--- src/rtl/fir_request_arbiter.sv ---
// -----------------------------------------------------------------------------
// fir_request_arbiter
//
// Shares one FIR filter datapath between two sample requesters. A request is
// granted round-robin in IDLE, the sample is handed to the FIR core over the
// sample_data/data_ready handshake, and the filtered result (or an error) is
// returned to the requester that issued it.
//
// Optional feature (compile-time macro FIR_ARB_TIMEOUT_EN):
//   Adds a watchdog down-counter that aborts a transaction with an error when
//   the FIR core stays in the wait states for TIMEOUT_CYCLES cycles. Without
//   the macro the FSM waits on modwait indefinitely.
//
// Parameters:
//   TIMEOUT_CYCLES  watchdog budget in cycles (used only with the watchdog)
//
// Ports:
//   clk          system clock, rising edge
//   rst          synchronous, active-high reset
//   req_valid    [1:0]  per-requester request
//   req_sample   [31:0] requester i sample in bits [16i+15:16i]
//   req_ready    [1:0]  one-cycle accept strobe to the granted requester
//   resp_valid   [1:0]  one-cycle result strobe to the owning requester
//   resp_data    [15:0] filtered result, valid with resp_valid
//   resp_err     error flag, valid with resp_valid
//   sample_data  [15:0] sample presented to the FIR core
//   data_ready   FIR sample-valid
//   modwait      FIR busy
//   err          FIR error
//   fir_out      [15:0] FIR result
// -----------------------------------------------------------------------------
module fir_request_arbiter #(
  parameter int unsigned TIMEOUT_CYCLES = 64
) (
  input  logic        clk,
  input  logic        rst,
  input  logic [1:0]  req_valid,
  input  logic [31:0] req_sample,
  output logic [1:0]  req_ready,
  output logic [1:0]  resp_valid,
  output logic [15:0] resp_data,
  output logic        resp_err,
  output logic [15:0] sample_data,
  output logic        data_ready,
  input  logic        modwait,
  input  logic        err,
  input  logic [15:0] fir_out
);

  typedef enum logic [2:0] {
    IDLE,
    ISSUE,
    WAIT_START,
    WAIT_DONE,
    RESPOND
  } state_e;

  state_e      state_q, state_d;
  logic        owner_q, owner_d;
  logic        rr_ptr_q, rr_ptr_d;
  logic [15:0] sample_q, sample_d;
  logic [15:0] result_q, result_d;
  logic        err_q, err_d;
  logic        grant;
  logic        timeout;

`ifdef FIR_ARB_TIMEOUT_EN
  localparam int unsigned CNT_W = ($clog2(TIMEOUT_CYCLES + 1) > 8) ?
                                  $clog2(TIMEOUT_CYCLES + 1) : 8;
  logic [CNT_W-1:0] cnt_q, cnt_d;

  // Loaded while ISSUE hands over to WAIT_START, then counts down through both
  // wait states. Reaching zero before the FIR core finishes aborts the job.
  always_comb begin
    cnt_d = cnt_q;
    if (state_q == ISSUE) begin
      cnt_d = CNT_W'(TIMEOUT_CYCLES);
    end else if ((state_q == WAIT_START || state_q == WAIT_DONE) && cnt_q != '0) begin
      cnt_d = cnt_q - 1'b1;
    end
  end

  assign timeout = (cnt_q == '0);
`else
  assign timeout = 1'b0;
`endif

  assign sample_data = sample_q;

  // NOTE: every signal written here gets a default before the case statement;
  // a path that leaves one unassigned would infer a latch.
  always_comb begin
    state_d    = state_q;
    owner_d    = owner_q;
    rr_ptr_d   = rr_ptr_q;
    sample_d   = sample_q;
    result_d   = result_q;
    err_d      = err_q;
    req_ready  = 2'b00;
    resp_valid = 2'b00;
    resp_data  = 16'h0000;
    resp_err   = 1'b0;
    data_ready = 1'b0;

    // rr_ptr holds the last owner, so the other requester is preferred; fall
    // back to the last owner when the preferred one is not requesting.
    grant = req_valid[~rr_ptr_q] ? ~rr_ptr_q : rr_ptr_q;

    case (state_q)
      IDLE: begin
        if (req_valid != 2'b00) begin
          req_ready[grant] = 1'b1;
          sample_d         = grant ? req_sample[31:16] : req_sample[15:0];
          owner_d          = grant;
          state_d          = ISSUE;
        end
      end
      ISSUE: begin
        data_ready = 1'b1;
        state_d    = WAIT_START;
      end
      WAIT_START: begin
        data_ready = 1'b1;
        if (err || timeout) begin
          err_d    = 1'b1;
          result_d = 16'h0000;
          state_d  = RESPOND;
        end else if (modwait) begin
          state_d = WAIT_DONE;
        end
      end
      WAIT_DONE: begin
        // An error reported together with modwait falling still wins.
        if (err || timeout) begin
          err_d    = 1'b1;
          result_d = 16'h0000;
          state_d  = RESPOND;
        end else if (!modwait) begin
          err_d    = 1'b0;
          result_d = fir_out;
          state_d  = RESPOND;
        end
      end
      RESPOND: begin
        resp_valid[owner_q] = 1'b1;
        resp_data           = result_q;
        resp_err            = err_q;
        rr_ptr_d            = owner_q;
        state_d             = IDLE;
      end
      default: state_d = IDLE;
    endcase

    // Reset is synchronous, so the state register is only cleared at the next
    // edge; mask the strobes so nothing is accepted or emitted while rst is high.
    if (rst) begin
      req_ready  = 2'b00;
      resp_valid = 2'b00;
      data_ready = 1'b0;
      resp_data  = 16'h0000;
      resp_err   = 1'b0;
    end
  end

  // NOTE: state registers use non-blocking assignments so every flop samples
  // the pre-edge values regardless of statement order.
  always_ff @(posedge clk) begin
    if (rst) begin
      state_q  <= IDLE;
      owner_q  <= 1'b0;
      rr_ptr_q <= 1'b1;
      sample_q <= 16'h0000;
      result_q <= 16'h0000;
      err_q    <= 1'b0;
`ifdef FIR_ARB_TIMEOUT_EN
      cnt_q    <= '0;
`endif
    end else begin
      state_q  <= state_d;
      owner_q  <= owner_d;
      rr_ptr_q <= rr_ptr_d;
      sample_q <= sample_d;
      result_q <= result_d;
      err_q    <= err_d;
`ifdef FIR_ARB_TIMEOUT_EN
      cnt_q    <= cnt_d;
`endif
    end
  end

endmodule
--- config.mk ---
export PLATFORM = sky130hd
export DESIGN_NAME = fir_request_arbiter
export DESIGN_NICKNAME = d
export VERILOG_FILES = /design/src/rtl/fir_request_arbiter.sv
export SDC_FILE = /design/constraint.sdc
export NUM_CORES = 1
export LEC_CHECK = 0
export BUFFER_PORTS_ARGS = -buffer_cell sky130_fd_sc_hd__buf_2
export CAP_MARGIN = 20
export CORE_MARGIN = 3
export CORE_UTILIZATION = 49
export CTS_CLUSTER_DIAMETER = 50
export CTS_CLUSTER_SIZE = 25
export DETAILED_ROUTE_END_ITERATION = 7
export PLACE_DENSITY = 0.81
export SYNTH_ARGS = -nofsm -noshare
export SYNTH_HDL_FRONTEND = slang
export SYNTH_SLANG_ARGS = --single-unit
--- constraint.sdc ---
create_clock -name clk -period 3.3 [get_ports clk]
set_input_delay 0.495 -clock clk [delete_from_list [all_inputs] [get_ports clk]]
set_output_delay 0.495 -clock clk [all_outputs]
set_load 0.1 [all_outputs]
==> results by stage <==
Clock tree:
- The post-CTS repair timing setup buffer count is 0.
- The total clock buffers created by CTS is 5.
- The post-cts resize count is 0.
- Hold repair after CTS inserted 0 buffers.
- The clock transition at the registers of the reported paths is 70 ps.
- The clock tree root buffer cell is sky130_fd_sc_hd__clkbuf_8.
- TritonCTS built the clock tree.
- Clock tree synthesis found a total of 38 sinks.
- The clock tree synthesis step divided the H-tree into 2 levels.
- The insertion delay of the later-clocked pin in the worst-skew pair is 280 ps.
- The worst-case clock buffer depth is 2.

Setup path:
- Walking the worst path, the cells encountered are or3b_1, nor2_1, and2_1, buf_2.
- Of all nets on the critical path, the largest fanout is 19.
- In this design, the stage delay of the slowest critical-path cell is 660 ps.
- The cell type of the slowest stage on the worst timing path is sky130_fd_sc_hd__or3b_1.
- The critical path class is reg -> out.
- The type of destination of the critical path is an output pin.
- The data required time of the critical path is 2800 ps.
- The setup slack of the most critical reg-to-reg path is 1450 ps.
- STA classifies the critical path startpoint as a flop.
- The arrival time at the worst endpoint is 2250 ps.

Floorplan:
- The initial cell density of the core is 51.8%.
- The I/O pin count is 92.
- The die width is 68.6 microns.
- The count of standard-cell rows is 22.
- The chip height is 68.6 microns.
- The die footprint is 4710 sq um.
- The core region is 3720 sq um.

Synthesis:
- The number of synthesized flops with an enable pin is 0.
- The synthesized design spends more area on one cell type than any other, namely sky130_fd_sc_hd__dfxtp_1.
- The synthesis-stage register bit count is 38.
- Counting flops with an async set or reset pin after synthesis yields a share of 0%.
- After synthesis the cells add up to 1920 sq um.
- After technology mapping, the gate count stands at 235.
- Of the post-synthesis cell area, the dominant cell type holds 39.6%.
- The most frequently used flop master after synthesis is sky130_fd_sc_hd__dfxtp_1.
- The fraction of the yosys area taken by sequential cells is 39.6%.
- By area the synthesized netlist is led by sky130_fd_sc_hd__dfxtp_1 (40%), sky130_fd_sc_hd__nand3_1 (8.3%), sky130_fd_sc_hd__a311oi_1 (7.3%).
- The number of distinct standard cells referenced by the synthesized netlist is 33.
- Averaged over all synthesized cells, the footprint is 8.18 sq um.
- The number of nets in the synthesized netlist is 289.
- The total of warnings raised by yosys is 0.

Cells and area:
- Compared with the post-synthesis result, the final layout area differs by 24.7%.
- Cells fill 64.5% of the core in the end.
- Of the cells placed in the final design, the portion with a size suffix greater than 1 is 34.7%.
- The net count reported at finish is 363.
- The count of inserted antenna diode cells is 0.
- Fill cells in the final layout number 341.
- The top cell types in the final layout, fill and taps aside, are sky130_fd_sc_hd__buf_2 (91), sky130_fd_sc_hd__dfxtp_1 (38), sky130_fd_sc_hd__nand3_1 (32), sky130_fd_sc_hd__nor3_1 (18), sky130_fd_sc_hd__a21oi_1 (18).
- The leading cell type in the layout, fill and taps excluded is sky130_fd_sc_hd__buf_2.

Routing:
- Dividing the detail-routed via count by the number of cells gives 5.50.
- The remaining design rule violation count is 0.
- The highest routing layer actually used is met4.
- The routed wire length on met2 is 2350 microns.
- In the final routed layout, each cell accounts on average for 13.8 microns.
- The met1 routed wirelength after detailed routing is 2130 microns.
- The wire length on met3 is 382 microns.
- The pre-antenna-repair detailed-routing pass consisted of 4 iterations.
- Across all layers, the routed design uses 1958 vias.
- Summed over all layers, the routed wires come to 4920 microns.
- The number of DRC markers after the initial detailed-route iteration is 79.
- The count of nets left with antenna violations once routing finished came out at 0.

Timing:
- Derived from the worst setup path, the maximum achievable clock frequency is 364 MHz.
- The worst clock skew is 5.46 ps.
- The final critical path takes up 83.2% of the cycle.
- The hold violation total from the final report was 0.
- The transition time of the tightest slew-check pin is 994 ps.
- Setup repair after global routing left no endpoint under its margin.
- Setup violations remaining at the end of the flow were counted as 0.
- The headroom to the max-slew limit is 33.6%.
- The final number of max-transition violations was 0.
- Counting I/O delays and the setup requirement, the final critical path takes 2750 ps.

Pwr:
- The worst-case vdd ir drop is 0.000387 V.
- The design draws 1.45 mW.
- The power density relative to cell area is 607 nW/um^2.
- The leakage power total is 1.01 nW.

GRT:
- The total overflow reported by the global router is 0.
- The maximum number of pins on one net before global-route repair is 46.
- The number of global-route vias before repair was 1685.
- The number of antenna violations at the first check in global routing was 0.
- The first-pass GRT wire length is 7580 microns.
- The combined global-route utilization of all metal layers is 21.1%.

Place:
- The half-perimeter wire length after placement is 3520 microns.
- The count of input and output buffers is 91.
- The placer congestion estimate is 0.775.

Min path:
- The class of the tightest hold or removal check is in -> reg.

Run status:
- The run finished with clean final reports.

Flow run:
- The number of max-cap violations is 0.
[metrics by stage]
step | hold WS, ps | worst slack (ps) | cells | area (sq um) | setup TNS (ps)
floorplan | 445 | -341 | 235 | 1930 | -6140
global placement | 460 | 925 | 350 | 2310 | 0
detailed placement | 465 | 874 | 350 | 2310 | 0
CTS | 426 | 561 | 356 | 2400 | 0
global route | 437 | 433 | 356 | 2400 | 0
finish | 427 | 554 | 356 | 2400 | 0
[final cells by class]
class                   instances  area (sq um)  share of cell area, %
clock buffers                   6          82.6                   3.44
inverters                      17          63.8                   2.66
multi-input cells             152           945                   39.4
flip-flops and latches         38           761                   31.7
well taps                      48          60.1                   2.51
repair buffers                 95           485                   20.3
[layer usage]
layer  up-vias  GRT usage [%]
li1       1000              -
met1       881           25.5
met2        72           36.8
met3         5           5.83
met4         0           5.21
met5         -              0
[critical path: cells and delay by family, from the launching register on]
family	cells	cell delay, ps
and+or+nand+nor	3	990
DFF	1	550
buffers and inverters	1	410
[final timing paths]
| kind | startpoint | to | cells past startpoint |
|---|---|---|---|
| hold / removal | fir_out[1] | result_q[1] | 3 |
| hold reg to reg | result_q[8] | result_q[8] | 2 |
| setup reg to reg | state_q[1] | sample_data[6] | 4 |
| setup / recovery | state_q[2] | resp_valid[1] | 4 |
[report_power, final]
part           switching (mW)  internal [mW]  total (mW)  leakage [nW]
logic                   0.468          0.130       0.598         0.660
clock network           0.144          0.161       0.305        0.0431
registers              0.0418          0.509       0.551         0.311
total                   0.654          0.800        1.45          1.01
[state kept, by name, summed over array words and instances, names as in the netlist]
register,count
err_q,1
owner_q,1
result_q,16
rr_ptr_q,1
sample_data,16
state_q,3
[Yosys cell counts (all sizes together), types with 3 or more instances]
master / n
nand2: 3
and2: 3
nand2b: 5
nor2: 4
a21oi: 19
a311oi: 16
clkbuf: 10
inv: 17
o21ai: 17
nor3: 20
o31ai: 16
dfxtp: 38
buf: 18
nor2b: 3
nand3: 32
[cells by family (layout without fill, tap and decap cells)]
group,Yosys count,after routing,share of synthesized area (%)
buffers and inverters,45,118,11.9
AOI/OAI and AO/OA,74,74,25.6
DFF,38,38,39.6
and+or+nand+nor,77,77,22.4
xor gates and xnor gates,1,1,0.456
Power figures use the tool's default switching activity.
